==> src/rtl/w4823_fir_ofmt.sv <==
// FP29-to-FP16 output formatter for the W4823 FIR datapath.
// Two pipeline stages (normalise, then round/classify) feed a small FIFO with a
// valid/ready handshake. Saturation and FIFO-drop events are reported as status.
module w4823_fir_ofmt #(
   parameter int DEPTH      = 4,
   parameter int SAT_TO_INF = 0
) (
   input  logic        clk,
   input  logic        rst_n,
   input  logic        in_valid,
   input  logic [28:0] in_data,
   output logic        out_valid,
   input  logic        out_ready,
   output logic [15:0] out_data,
   output logic        ovf,
   output logic [7:0]  sat_cnt,
   input  logic        clr_stat
);

   localparam int ADDR_W = $clog2(DEPTH);
   localparam int CNT_W  = ADDR_W + 1;
   localparam logic [CNT_W-1:0] FULL_CNT = CNT_W'(DEPTH);

   // Stage-1 leading-one detection and normalisation wires
   logic [4:0]  w_lead;
   logic [4:0]  w_shift;
   logic [21:0] w_normMant;

   // Stage-1 registers
   logic        r_s1Valid;
   logic        r_s1Sign;
   logic [5:0]  r_s1Exp;
   logic [4:0]  r_s1Lead;
   logic [20:0] r_s1Mant;
   logic        r_s1Zero;

   // Stage-2 rounding and classification wires
   logic [9:0]        w_frac;
   logic              w_guard;
   logic              w_sticky;
   logic              w_roundUp;
   logic [10:0]       w_fracSum;
   logic signed [7:0] w_expBiased;
   logic signed [7:0] w_expFinal;
   logic [15:0]       w_result;
   logic              w_sat;

   // Stage-2 registers
   logic        r_s2Valid;
   logic [15:0] r_s2Data;
   logic        r_s2Sat;

   // FIFO storage and control
   logic [15:0]       r_mem [DEPTH];
   logic [ADDR_W-1:0] r_wrPtr;
   logic [ADDR_W-1:0] r_rdPtr;
   logic [CNT_W-1:0]  r_count;
   logic              w_push;
   logic              w_pop;
   logic              w_drop;

   // Status registers
   logic       r_ovf;
   logic [7:0] r_satCnt;

   // Find the highest set mantissa bit and shift it up to bit 21
   always_comb begin
      w_lead = '0;
      for (int i = 0; i < 22; i++) begin
         if (in_data[i]) begin
            w_lead = 5'(i);
         end
      end
      w_shift    = 5'd21 - w_lead;
      w_normMant = in_data[21:0] << w_shift;
   end

   // Stage 1: capture the word with its mantissa already normalised
   always_ff @(posedge clk) begin
      if (!rst_n) begin
         r_s1Valid <= 1'b0;
         r_s1Sign  <= 1'b0;
         r_s1Exp   <= '0;
         r_s1Lead  <= '0;
         r_s1Mant  <= '0;
         r_s1Zero  <= 1'b1;
      end else begin
         r_s1Valid <= in_valid;
         r_s1Sign  <= in_data[28];
         r_s1Exp   <= in_data[27:22];
         r_s1Lead  <= w_lead;
         r_s1Mant  <= w_normMant[20:0];
         r_s1Zero  <= ~w_normMant[21];
      end
   end

   // Round to nearest even; a fraction carry-out bumps the exponent
   always_comb begin
      w_frac      = r_s1Mant[20:11];
      w_guard     = r_s1Mant[10];
      w_sticky    = |r_s1Mant[9:0];
      w_roundUp   = w_guard & (w_sticky | w_frac[0]);
      w_fracSum   = {1'b0, w_frac} + {10'b0, w_roundUp};
      w_expBiased = $signed({3'b000, r_s1Lead}) + $signed({2'b00, r_s1Exp}) - 8'sd37;
      w_expFinal  = w_fracSum[10] ? (w_expBiased + 8'sd1) : w_expBiased;
   end

   // Classify the rounded value: zero, flush-to-zero, overflow, or normal
   always_comb begin
      w_result = {r_s1Sign, w_expFinal[4:0], w_fracSum[9:0]};
      w_sat    = 1'b0;
      if (r_s1Zero) begin
         w_result = {r_s1Sign, 15'b0};
      end else if (w_expFinal <= 8'sd0) begin
         w_result = {r_s1Sign, 15'b0};
      end else if (w_expFinal >= 8'sd31) begin
         w_sat = 1'b1;
         if (SAT_TO_INF != 0) begin
            w_result = {r_s1Sign, 5'h1F, 10'h000};
         end else begin
            w_result = {r_s1Sign, 5'h1E, 10'h3FF};
         end
      end
   end

   // Stage 2: hold the formatted FP16 word ready for the FIFO write
   always_ff @(posedge clk) begin
      if (!rst_n) begin
         r_s2Valid <= 1'b0;
         r_s2Data  <= '0;
         r_s2Sat   <= 1'b0;
      end else begin
         r_s2Valid <= r_s1Valid;
         r_s2Data  <= w_result;
         r_s2Sat   <= w_sat;
      end
   end

   // A full FIFO still accepts a word when the head leaves on the same edge
   always_comb begin
      w_pop  = out_valid & out_ready;
      w_push = r_s2Valid & ((r_count != FULL_CNT) | w_pop);
      w_drop = r_s2Valid & ~w_push;
   end

   // FIFO storage write
   always_ff @(posedge clk) begin
      if (rst_n && w_push) begin
         r_mem[r_wrPtr] <= r_s2Data;
      end
   end

   // FIFO pointers and occupancy count
   always_ff @(posedge clk) begin
      if (!rst_n) begin
         r_wrPtr <= '0;
         r_rdPtr <= '0;
         r_count <= '0;
      end else begin
         if (w_push) begin
            r_wrPtr <= r_wrPtr + ADDR_W'(1);
         end
         if (w_pop) begin
            r_rdPtr <= r_rdPtr + ADDR_W'(1);
         end
         case ({w_push, w_pop})
            2'b10:   r_count <= r_count + CNT_W'(1);
            2'b01:   r_count <= r_count - CNT_W'(1);
            default: r_count <= r_count;
         endcase
      end
   end

   // Sticky drop flag and saturating overflow counter; a clear wins over a same-edge event
   always_ff @(posedge clk) begin
      if (!rst_n) begin
         r_ovf    <= 1'b0;
         r_satCnt <= '0;
      end else if (clr_stat) begin
         r_ovf    <= 1'b0;
         r_satCnt <= '0;
      end else begin
         if (w_drop) begin
            r_ovf <= 1'b1;
         end
         if (r_s2Valid && r_s2Sat && (r_satCnt != 8'hFF)) begin
            r_satCnt <= r_satCnt + 8'd1;
         end
      end
   end

   // The head is shown only while the FIFO holds data, otherwise zero
   always_comb begin
      out_valid = (r_count != '0);
      out_data  = out_valid ? r_mem[r_rdPtr] : 16'h0000;
      ovf       = r_ovf;
      sat_cnt   = r_satCnt;
   end

endmodule
==> config.mk <==
export PLATFORM = sky130hd
export DESIGN_NAME = w4823_fir_ofmt
export DESIGN_NICKNAME = d
export VERILOG_FILES = /design/src/rtl/w4823_fir_ofmt.sv
export SDC_FILE = /design/constraint.sdc
export NUM_CORES = 1
export LEC_CHECK = 0
export CAP_MARGIN = 20
export CORE_AREA = 5 5 102 128
export DETAILED_ROUTE_END_ITERATION = 16
export DIE_AREA = 0 0 107 133
export HOLD_SLACK_MARGIN = 0.02
export PLACE_DENSITY = 0.85
export REMOVE_ABC_BUFFERS = 1
export SLEW_MARGIN = 20
export SYNTH_ARGS = -nofsm -noshare
export SYNTH_HDL_FRONTEND = slang
export SYNTH_SLANG_ARGS = --single-unit
==> constraint.sdc <==
create_clock -name clk -period 3.9 [get_ports clk]
set_input_delay 0.585 -clock clk [delete_from_list [all_inputs] [get_ports clk]]
set_output_delay 0.585 -clock clk [all_outputs]
set_load 0.005 [all_outputs]
# --- Word-level counts from Yosys, hierarchy flattened ---
# Memory sizes are Yosys's and may differ from the RTL's. A register that Yosys moved wholly into a read port is not among the register bits.
# Cells that the tools add are included.
totals:
  memories: 1
  out_inout_bits: 26
  ff_bits: 69
  in_bits: 34
  ramBits: 64
  mem_bits_ro: 0
  latchBits: 0
  elab_cells: 82
mem_list:
  columns: ["memory", "words", "width", "rd", "rd_clocked_by_memory_dff", "wr", "line_no", "text"]
  rows:
  - ["r_mem", 4, 16, 1, 1, 1, "54", "logic [15:0] r_mem [DEPTH];"]
op_classes:
  mul: 0
  shifts: 1
  n_reduce_logical: 9
  n_bitwise: 9
  n_eq_ne: 4
  magnitude_cmp: 2
  n_addsub: 10
  n_div: 0
  mux: 30
op_table:
  columns: ["op", "count"]
  rows:
  - ["5-bit two-way mux", 20]
  - ["22-bit by 5-bit left shift with 22-bit output", 1]
  - ["16-bit two-way mux", 1]
  - ["15-bit two-way mux", 1]
  - ["10-bit by 1-bit adder with 11-bit output", 1]
  - ["10-bit OR reduction", 1]
  - ["8-bit by 1-bit adder with 8-bit output, second input constant", 1]
  - ["8-bit by 2-bit adder with 8-bit output, second input constant", 1]
  - ["8-bit by 6-bit greater-or-equal comparator with 1-bit output, second input constant", 1]
  - ["8-bit by 1-bit <= comparator with 1-bit output, second input constant", 1]
  - ["8-bit two-way mux", 1]
  - ["8-bit != test, second input constant", 1]
  - ["7-bit by 6-bit subtractor with 8-bit output, second input constant", 1]
  - ["5-bit by 6-bit adder with 7-bit output", 1]
  - ["3-bit case mux with 2 select lines", 1]
  - ["5-bit subtractor, first input constant", 1]
  - ["2-bit by 1-bit adder with 2-bit output, second input constant", 2]
  - ["1-bit AND", 4]
  - ["1-bit two-way mux", 4]
  - ["2-bit two-way mux", 2]
  - ["4-bit OR reduction", 1]
  - ["3-bit by 1-bit adder with 3-bit output, second input constant", 1]
  - ["1-bit logical AND", 3]
  - ["3-bit != test, second input constant", 1]
  - ["other kinds (9)", 12]

# --- Logic depth before layout (Yosys ltp) ---
# Gate-level depths: netlist (run 1).
logic_depth:
  ltp_word: 24
  mapped_depth: 15
  ltp_nobuf: 14

# --- Worst setup path before layout (run 1) ---
# OpenSTA, ideal clock, no wires.
synth_timing:
  kind: "in2reg"
  from: "in in_data[11]"
  to: "reg r_s1Zero"
  setup_ns: 0.117
  slack_ns: 0.727
  cell_stages: 12
  t_required_ns: 3.783
  arrival_time_ns: 3.056
  n_path_buf: 4
  cell_sequence: "buf_2 o31ai_1 o211ai_1 nand3_1 clkinv_1 clkbuf_1 ha_1 xnor2_1 clkbuf_1 buf_1 o2111ai_1 o22a_1"
synth_via:
  elab_chain_len: 14
synth_lines:
  columns: ["element", "line_no", "text"]
  rows:
  - ["start, declared", "11", "input logic [28:0] in_data,"]
  - ["5-bit two-way mux (11 in series)", "70", "if (in_data[i]) begin"]
  - ["via w_lead[1]", "25", "logic [4:0] w_lead;"]
  - ["5-bit subtractor", "74", "w_shift = 5'd21 - w_lead;"]
  - ["22-bit by 5-bit left shift with 22-bit output", "75", "w_normMant = in_data[21:0] << w_shift;"]
  - ["1-bit inverter", "93", "r_s1Zero <= ~w_normMant[21];"]
  - ["end signal, assigned", "93", null]
  - ["end, declared", "35", "logic r_s1Zero;"]
# The timed path passes the listed nets, and every way through them passes these cells.
# A chain may end at the register's enable or synchronous reset.

# --- Worst setup path in the final report (run 1) ---
layout_timing:
  from: "reg r_s1Exp[1]"
  to: "reg r_s2Data[11]"
layout_via:
  elab_chain_len: 6
  word_cells_on_any_way: 8
  cone_classes: "add/sub (3); order compare (2); mux (2); reduce/logical (1)"
layout_lines:
  columns: ["element", "line_no", "text"]
  rows:
  - ["start, declared", "32", "logic [5:0] r_s1Exp;"]
  - ["start signal, assigned", "90", "r_s1Exp <= in_data[27:22];"]
  - ["5-bit by 6-bit adder with 7-bit output *", "104", "w_expBiased = $signed({3'b000, r_s1Lead}) + $signed({2'b00, r_s1Exp}) - 8'sd37;"]
  - ["7-bit by 6-bit subtractor with 8-bit output *", "104", null]
  - ["8-bit by 2-bit adder with 8-bit output", "105", "w_expFinal = w_fracSum[10] ? (w_expBiased + 8'sd1) : w_expBiased;"]
  - ["8-bit two-way mux *", "105", null]
  - ["8-bit by 1-bit <= comparator with 1-bit output or 8-bit by 6-bit greater-or-equal comparator with 1-bit output (tied branches)", "114, 116", null]
  - ["3-bit OR reduction (no line) or 15-bit two-way mux (tied branches)", null, null]
  - ["end signal, assigned", "134", "r_s2Data <= w_result;"]
  - ["end, declared", "50", "logic [15:0] r_s2Data;"]
# Mark *: on every way between the ends. The rest lies on a longest branch, timed or not.

==> results of run 1 <==
[area by class of cell]
type	count	area [um^2]	area share, %
Clock inverter	13	131	1.65
Sequential cell	135	3340	41.9
Inverter	42	158	1.97
Multi-Input combinational cell	403	2990	37.4
Tap cell	141	176	2.21
Timing Repair Buffer	81	756	9.47
Clock buffer	19	433	5.42
[layout by cell type (no fill, tap or decap), types with 6 or more instances in the layout]
cell,instances
sky130_fd_sc_hd__ha_1,18
sky130_fd_sc_hd__dfxtp_1,71
sky130_fd_sc_hd__nor2_1,63
sky130_fd_sc_hd__nand2_1,33
sky130_fd_sc_hd__mux2i_1,33
sky130_fd_sc_hd__nand2b_1,8
sky130_fd_sc_hd__nor3_1,7
sky130_fd_sc_hd__xor2_1,14
sky130_fd_sc_hd__a21oi_1,25
sky130_fd_sc_hd__o211ai_1,7
sky130_fd_sc_hd__and2_1,32
sky130_fd_sc_hd__buf_4,22
sky130_fd_sc_hd__mux4_2,18
sky130_fd_sc_hd__clkbuf_16,17
sky130_fd_sc_hd__clkdlybuf4s50_1,59
sky130_fd_sc_hd__or3_1,6
sky130_fd_sc_hd__o21ai_0,13
sky130_fd_sc_hd__and3_1,6
sky130_fd_sc_hd__nand4_1,9
sky130_fd_sc_hd__edfxtp_1,64
sky130_fd_sc_hd__nand3_1,15
sky130_fd_sc_hd__inv_1,41
sky130_fd_sc_hd__a31oi_1,10
sky130_fd_sc_hd__xnor2_1,11
[cells in the mapped netlist, types with 3 or more instances]
cell | n | area [um^2]
sky130_fd_sc_hd__nand2_1 | 33 | 124
sky130_fd_sc_hd__o21ai_0 | 13 | 65.1
sky130_fd_sc_hd__mux4_2 | 18 | 405
sky130_fd_sc_hd__inv_1 | 41 | 154
sky130_fd_sc_hd__a31oi_1 | 10 | 62.6
sky130_fd_sc_hd__nand3_1 | 15 | 75.1
sky130_fd_sc_hd__or2_2 | 5 | 31.3
sky130_fd_sc_hd__a221oi_1 | 3 | 26.3
sky130_fd_sc_hd__o21a_1 | 3 | 22.5
sky130_fd_sc_hd__nor4_1 | 5 | 31.3
sky130_fd_sc_hd__mux2i_1 | 33 | 330
sky130_fd_sc_hd__and2_1 | 32 | 200
sky130_fd_sc_hd__a21oi_1 | 25 | 125
sky130_fd_sc_hd__o211ai_1 | 7 | 52.6
sky130_fd_sc_hd__a211oi_1 | 4 | 30.0
sky130_fd_sc_hd__and3_1 | 6 | 37.5
sky130_fd_sc_hd__xor2_1 | 14 | 123
sky130_fd_sc_hd__dfxtp_1 | 71 | 1420
sky130_fd_sc_hd__nor2_1 | 63 | 236
sky130_fd_sc_hd__nor2b_1 | 4 | 25.0
sky130_fd_sc_hd__nor3_1 | 7 | 35.0
sky130_fd_sc_hd__xnor2_1 | 11 | 96.3
sky130_fd_sc_hd__o22ai_1 | 5 | 31.3
sky130_fd_sc_hd__ha_1 | 18 | 225
sky130_fd_sc_hd__edfxtp_1 | 64 | 1920
sky130_fd_sc_hd__nand4_1 | 9 | 56.3
sky130_fd_sc_hd__or3_1 | 6 | 37.5
sky130_fd_sc_hd__o31ai_1 | 5 | 37.5
sky130_fd_sc_hd__clkbuf_1 | 21 | 78.8
sky130_fd_sc_hd__nand2b_1 | 8 | 50.1
[critical path, delay by kind of cell (launching register included)]
kind / cells / cell delay [ns]
AND/OR/NAND/NOR: 3 / 0.96
AO/OA/AOI/OAI: 3 / 0.87
XOR/XNOR: 1 / 0.21
adder cells (fa/ha/maj): 3 / 0.85
buffers and inverters: 3 / 0.16
flip-flops: 1 / 0.30
[through the flow]
stage                     util [%]  setup TNS, ns  cells  power, W  cell area, um^2
final                         67.5              0    834   0.00355             7980
after global routing          67.5              0    834   0.00368             7980
after CTS                     67.5              0    834   0.00357             7980
after detailed placement      62.8              0    802   0.00206             7420
after global placement        62.8              0    802   0.00205             7420
after floorplan                  -         -0.958    580   0.00189             6490
[metal layers]
metal,vias up,share of wire (%)
li1,2345,-
met1,2337,40
met2,131,54
met3,31,3.6
met4,0,2.4
met5,-,0
[registers in the layout, summed over array words and instances (netlist names), named ones only]
name,cells
r_s1Zero,1
r_s1Mant,21
r_wrPtr,2
r_s2Sat,1
r_s1Valid,1
r_s2Data,16
r_s1Exp,6
r_s2Valid,1
sat_cnt,8
r_rdPtr,2
r_mem,64
r_s1Lead,5
r_count,3
r_s1Sign,1
ovf,1
[final timing paths]
check                           slack, ns                       to  depth (start not counted)
worst min register to register       0.44  r_s2Data[15]$_SDFF_PN0_                          1
worst max register to register       0.38  r_s2Data[11]$_SDFF_PP0_                         13
worst min-delay path                 0.44  r_s2Data[15]$_SDFF_PN0_                          1
worst max-delay path                 0.38  r_s2Data[11]$_SDFF_PP0_                         13
[power by group through the flow]
stage          registers, W  logic, W  clock network [W]
2_1_floorplan       0.00158  0.000310                  0
3_3_place_gp        0.00159  0.000459                  0
3_5_place_dp        0.00159  0.000470                  0
4_1_cts             0.00156  0.000477            0.00153
5_1_grt             0.00157  0.000523            0.00159
6_report            0.00156  0.000476            0.00151
[cells by family (layout without fill, tap and decap cells)]
| logic type | count (synthesis) | after routing | share of synthesized area (%) |
|---|---|---|---|
| muxes | 53 | 53 | 11.5 |
| AOI/OAI and AO/OA | 100 | 100 | 10.5 |
| adders and majority gates | 20 | 20 | 4.01 |
| buffers and inverters | 70 | 155 | 4.29 |
| DFF | 135 | 135 | 50.5 |
| xor gates and xnor gates | 25 | 25 | 3.31 |
| and+or+nand+nor | 205 | 205 | 15.8 |
==> results.md, run 1 <==
- Of the total power, the share spent switching nets is 24.5%.
- The number of flip-flops and latches in the synthesized netlist is 135.
- Measured along the y axis, the die boundary spans 133 um.
- The fraction of met2 tracks used by global routing is 38.5%.
- The largest single stage delay on the critical path is 0.59 ns.
- The number of max-slew violations in the final report is 0.
- The normalized max-slew margin is 51.6%.
- The final net count is 734.
- The number of nets with antenna violations after routing is 0.
- The die outline width is 107 um.
- The average vias per placed instance is 5.81.
- Global routing finished with a remaining overflow of 0.
- The maximum vdd ir drop is 0.000253 V.
- Compared with the post-synthesis result, the final layout area differs by 20.7%.
- The effective utilization at floorplan is 55.9%.
- The number of gates resized after CTS is 0.
- For the worst setup path, the data required time is 4.16 ns.
- The analysis attributes to net switching a power of 0.000870 W.
- The critical path is of the reg -> reg type.
- At the placement stage, the worst setup path has a slack of 0.391 ns.
- The proportion of layout cells with a drive suffix above 1 is 12.6%.
- The total number of clock tree sinks is 135.
- For this run, the top clock speed supported by timing is 284 MHz.
- The hold violation count in the final report is 0.
- For this design the ratio of total power to cell area is 445 nW/um^2.
- TritonCTS built the clock tree.
- The gate count of the mapped netlist is 608.
- Max-cap violations in this run came to 0.
- The total track usage is 21.1%.
- The total half-perimeter wirelength after legalization and detailed placement is 10300 um.
- For this design, the CTS-stage hold fixing added 0 buffers.
- Buffers added to address setup during post-CTS repair amount to 0.
- The most common flop cell mapped by yosys is sky130_fd_sc_hd__dfxtp_1.
- The post-detailed-route wirelength per cell is 17.1 um.
- The via count of the routed design is 4844.
- The number of clock buffers added by TritonCTS is 17.
- The worst setup skew after layout is 0.00813 ns.
- During I/O placement, the number of pins put on the boundary was 60.
- The violation count after the first detailed-route iteration is 237.
- The final worst-path setup slack is 0.384 ns.
- The die covers 14200 um^2.
- The number of unique standard cell types used by synthesis is 67.
- Setup violations remaining at the end of the flow were counted as 0.
- The number of antenna violations at the first check in global routing came to 0.
- The clock network burns 42.6% of the power.
- Final hold analysis gives a worst-case slack of 0.444 ns.
- The endpoint class of the critical path is a register.
- The analysis attributes to cell leakage a power of 3.03 nW.
- The number of design rule violations left after detail routing is 0.
- The clock passes through at most 2 buffers.
- The number of synthesized flops with an enable pin is 64.
- The most critical setup path has its startpoint at r_s1Exp[1]$_SDFF_PN0_.
- The tree is rooted in a sky130_fd_sc_hd__clkbuf_16.
- Setup repair after global routing left no endpoint under its margin.
- The cell area that synthesis handed to floorplanning was 6610 um^2.
- The maximum fanout encountered on the critical timing path is 14.
- The cell row count is 45.
- In the global route stage, met1 resource usage came out at 23.3%.
- The pin slew with the least headroom to its limit is 0.725 ns.
- The internal portion of the total power is 0.00268 W.
- The number of antenna diodes in the final layout is 0.
- The share of total power in sequential cells is 44.0%.
- The beginning of the worst register-to-register path is r_s1Exp[1]$_SDFF_PN0_.
- For this run, asynchronously set or reset flops after synthesis account for 0%.
- The data arrival time at the worst-slack endpoint is 3.77 ns.
- The sequential fraction of the synthesis area is 50.5%.
- The global-route track usage on met3 is 4.64%.
- The pre-antenna-repair detailed-routing pass consisted of 4 iterations.
- The number of filler cells placed in the layout is 880.
- The kind of start point of the critical path is a register.
- The first global-routing pass estimated 23600 um of wire.
- The run finished with clean final reports.
- Of the available clock period, the critical path in the final layout requires 90.2%.
- The count of warnings emitted by yosys is 0.
- The part of the total power dissipated in combinational logic is 13.4%.
- The via count of the first global-routing pass is 4961.
- The largest net degree at the start of global routing is 23.
- The min-delay analysis places its worst path in the category reg -> reg.
- The time the worst path needs with I/O delays and setup is 3.52 ns.
- For this block, the routed nets add up to 14300 um of wire.
- The slowest stage of the critical path belongs to the cell sky130_fd_sc_hd__or4_1.
- The area inside the core boundary is 11800 um^2.
- The H-tree was split into 4 levels.
- The cell seen most often among critical-path stages is sky130_fd_sc_hd__inv_1.
- After clock tree synthesis, the clock-pin slew on the worst setup and hold paths is 0.06 ns.
- Buffers placed on the I/O ports in this run total 59.
- In this run the mean area of a mapped cell was 10.9 um^2.
- The signal on the critical path passes through inv_1 -> ha_1 -> inv_1 -> ha_1 -> inv_1 -> fa_1 -> xor2_1 -> or4_1 -> nand2b_4 -> nor3_1 -> a31oi_1 -> o21ai_2 -> a31oi_1.
- The global placer's final weighted congestion is 0.911.
- The worst hold path begins at r_s1Sign$_SDFF_PN0_.
- For the worst-skew pair, the clock arrives at the later sink with an insertion delay of 0.41 ns.
- The most congested layer reported by global routing is met2.
Power figures use the tool's default switching activity.
==> run 2, diff against run 1 <==
--- a/config.mk
+++ b/config.mk
@@ -6,11 +6,11 @@
 export NUM_CORES = 1
 export LEC_CHECK = 0
 export CAP_MARGIN = 20
-export CORE_AREA = 5 5 102 128
+export CORE_AREA = 2 2 149 187
 export DETAILED_ROUTE_END_ITERATION = 16
-export DIE_AREA = 0 0 107 133
+export DIE_AREA = 0 0 151 189
 export HOLD_SLACK_MARGIN = 0.02
-export PLACE_DENSITY = 0.85
+export PLACE_DENSITY = 0.47
 export REMOVE_ABC_BUFFERS = 1
 export SLEW_MARGIN = 20
 export SYNTH_ARGS = -nofsm -noshare
==> results.md, run 2 (synthesis gave the netlist of run 1 again) <==
- The flow ran to the end, and the final reports show no timing, DRC or antenna violations.
- The maximum fanout encountered on the critical timing path is 14.
- The power consumption is 0.00365 W.
- The number of violations of the max-capacitance limit is 0.
- The largest registers in the layout are r_mem (64), r_s1Mant (21), r_s2Data (16).
- The global placer's final weighted congestion is 0.841.
- Compared with the post-synthesis result, the final layout area differs by 24.9%.
- Pin placement for this block handled 60 I/O pins.
- The number of nets with antenna violations after routing is 0.
- The average vias per placed instance is 4.40.
- The register with the most flip-flops in the layout has 64 of them.
- For the final routed database, the setup TNS stands at 0 ns.
- In the layout the commonest cells are sky130_fd_sc_hd__dfxtp_1 (71), sky130_fd_sc_hd__edfxtp_1 (64), sky130_fd_sc_hd__nor2_1 (63).
- Across the routed clock network, the largest skew measured is 0.00978 ns.
- The category of the most critical setup path is reg -> reg.
- In this run the static leakage power is 3.03 nW.
- The maximum vdd ir drop is 0.000202 V.
- The register ranked first by flip-flop count is r_mem.
- The core region is 26700 um^2.
- The normalized max-slew margin is 49.0%.
- The die outline width is 151 um.
- The final net count is 726.
- The violation count after the first detailed-route iteration is 314.
- The number of buffers added on ports is 59.
- The kind of start point of the critical path is a register.
- The endpoint class of the critical path is a register.
- The post-cts hold buffer count is 0.
- The clock tree buffer depth is 2.
- Setup repair after global routing left no endpoint under its margin.
- The die covers 28500 um^2.
- The aggregate global routing overflow is 0.
- The number of gates resized after CTS is 0.
- The via count of the first global-routing pass is 4466.
- The repair_antennas step left the layout with diodes totalling 0.
- The initialized floorplan defines 67 standard-cell rows.
- The number of detailed-route iterations in the first pass is 4.
- The detailed-route wire length is 14100 um.
- The hold violation count in the final report came to 0.
- TritonCTS created 17 clock buffers.
- The chip height is 189 um.
- The smallest clock period supported by the final layout is computed as 3.45 ns.
- The final worst-path setup slack is 0.449 ns.
- TritonCTS built the clock tree.
- Entering global routing, the biggest net connects 34 pins.
- In this run the power density over the cells is 442 nW/um^2.
- The library cell used most frequently in the layout, excluding fill and tap cells, is sky130_fd_sc_hd__dfxtp_1.
- Across every metal layer, demand over resource in global routing totals 10.2%.
- Fill cells in the final layout number 2757.
- The maximum frequency from static timing analysis is 290 MHz.
- The clock latency on the worst-skew pair is 0.41 ns.
- Clock tree synthesis found a total of 135 sinks.
- The total setup buffers inserted after CTS is 0.
- The post-route netlist has 12.0% of its cells at a drive strength greater than 1.
- The via count of the routed design is 4531.
- Clock tree synthesis selected as its root buffer the cell sky130_fd_sc_hd__clkbuf_16.
- The worst slack after detailed placement is 0.321 ns.
- The final setup violation count is 0.
- The wire-length estimate of the detail-placed layout is 10400 um.
- The pin slew with the least headroom to its limit is 0.764 ns.
- The first-pass GRT wire length is 22800 um.
- After detailed routing, the average wire length per cell comes to 13.7 um.
- The number of levels the H-tree was split into is 4.
- The setup check on the worst reg-to-reg path leaves a slack of 0.45 ns.
- The kind of path behind the tightest hold check is reg -> reg.
- The fraction of the cycle the final worst path needs is 88.5%.
- The fraction of the core area covered by cells at the end of the flow is 31.0%.
- Clock-pin slew was measured on the worst setup and hold paths at 0.06 ns.
- The data required time of the critical path is 4.23 ns.
- The number of max-slew violations in the final report was 0.
- The number of antenna violations at the first check in global routing is 0.
- The data arrival time at the worst-slack endpoint is 3.78 ns.
- The effective utilization at floorplan is 24.8%.
- For this run, design rule violations remaining after detail routing come to 0.
==> run 2: cell count changes in the layout (fill, tap and decap cells not counted), sizes merged <==
cell	before	now
clkinv	7	3
buf	22	14
clkinvlp	4	1
inv	42	51
clkbuf	19	17
==> run 2: stage by stage <==
step / instances / hold WS [ns] / area, um^2
floorplan: 580 / 0.412 / 6490
global placement: 998 / 0.415 / 7650
detailed placement: 998 / 0.418 / 7650
CTS: 1030 / 0.432 / 8260
global route: 1030 / 0.450 / 8260
finish: 1030 / 0.431 / 8260
==> run 2: path summary, 6_finish.rpt <==
| check | endpoint | start | cells after the start |
|---|---|---|---|
| worst min-delay path | r_s2Valid$_SDFF_PN0_ | r_s1Valid$_SDFF_PN0_ | 1 |
| worst max-delay path | r_s2Data[10]$_SDFF_PP0_ | r_s1Exp[1]$_SDFF_PN0_ | 13 |
| worst max register to register | r_s2Data[10]$_SDFF_PP0_ | r_s1Exp[1]$_SDFF_PN0_ | 13 |
| worst min register to register | r_s2Valid$_SDFF_PN0_ | r_s1Valid$_SDFF_PN0_ | 1 |
==> run 2: layer usage <==
| metal | vias to the layer above | share of wire (%) | global-route usage [%] | wire length (um) |
|---|---|---|---|---|
| li1 | 2332 | - | - | - |
| met1 | 2088 | 44 | 12.5 | 6200 |
| met2 | 96 | 51 | 17.6 | 7150 |
| met3 | 15 | 3.1 | 2.29 | 437 |
| met4 | 0 | 2.0 | 3.52 | 280 |
| met5 | - | 0 | 0 | 0 |
==> run 2: worst max-delay path, cell delays in order (launching register included) <==
cell	delay, ns
sky130_fd_sc_hd__dfxtp_1	0.31
sky130_fd_sc_hd__inv_1	0.04
sky130_fd_sc_hd__ha_1	0.28
sky130_fd_sc_hd__inv_1	0.06
sky130_fd_sc_hd__ha_1	0.16
sky130_fd_sc_hd__inv_1	0.05
sky130_fd_sc_hd__fa_1	0.39
sky130_fd_sc_hd__xor2_1	0.21
sky130_fd_sc_hd__or4_1	0.59
sky130_fd_sc_hd__nand2b_4	0.19
sky130_fd_sc_hd__nor3_1	0.18
sky130_fd_sc_hd__a31oi_1	0.14
sky130_fd_sc_hd__o21ai_2	0.54
sky130_fd_sc_hd__nor3b_1	0.25
==> run 2: power breakdown <==
part	leakage (nW)	internal, W	switching, W
registers	1.12	0.00153	0.0000308
logic	1.62	0.000217	0.000254
clock network	0.296	0.000970	0.000648
==> run 2: final cells by class <==
cell class / count / area, um^2 / share of cell area [%]
flip-flops and latches: 135 / 3340 / 40.5
multi-input cells: 403 / 2990 / 36.2
repair buffers: 73 / 733 / 8.88
well taps: 345 / 432 / 5.23
clock buffers: 17 / 425 / 5.15
clock inverters: 15 / 180 / 2.18
inverters: 42 / 158 / 1.91
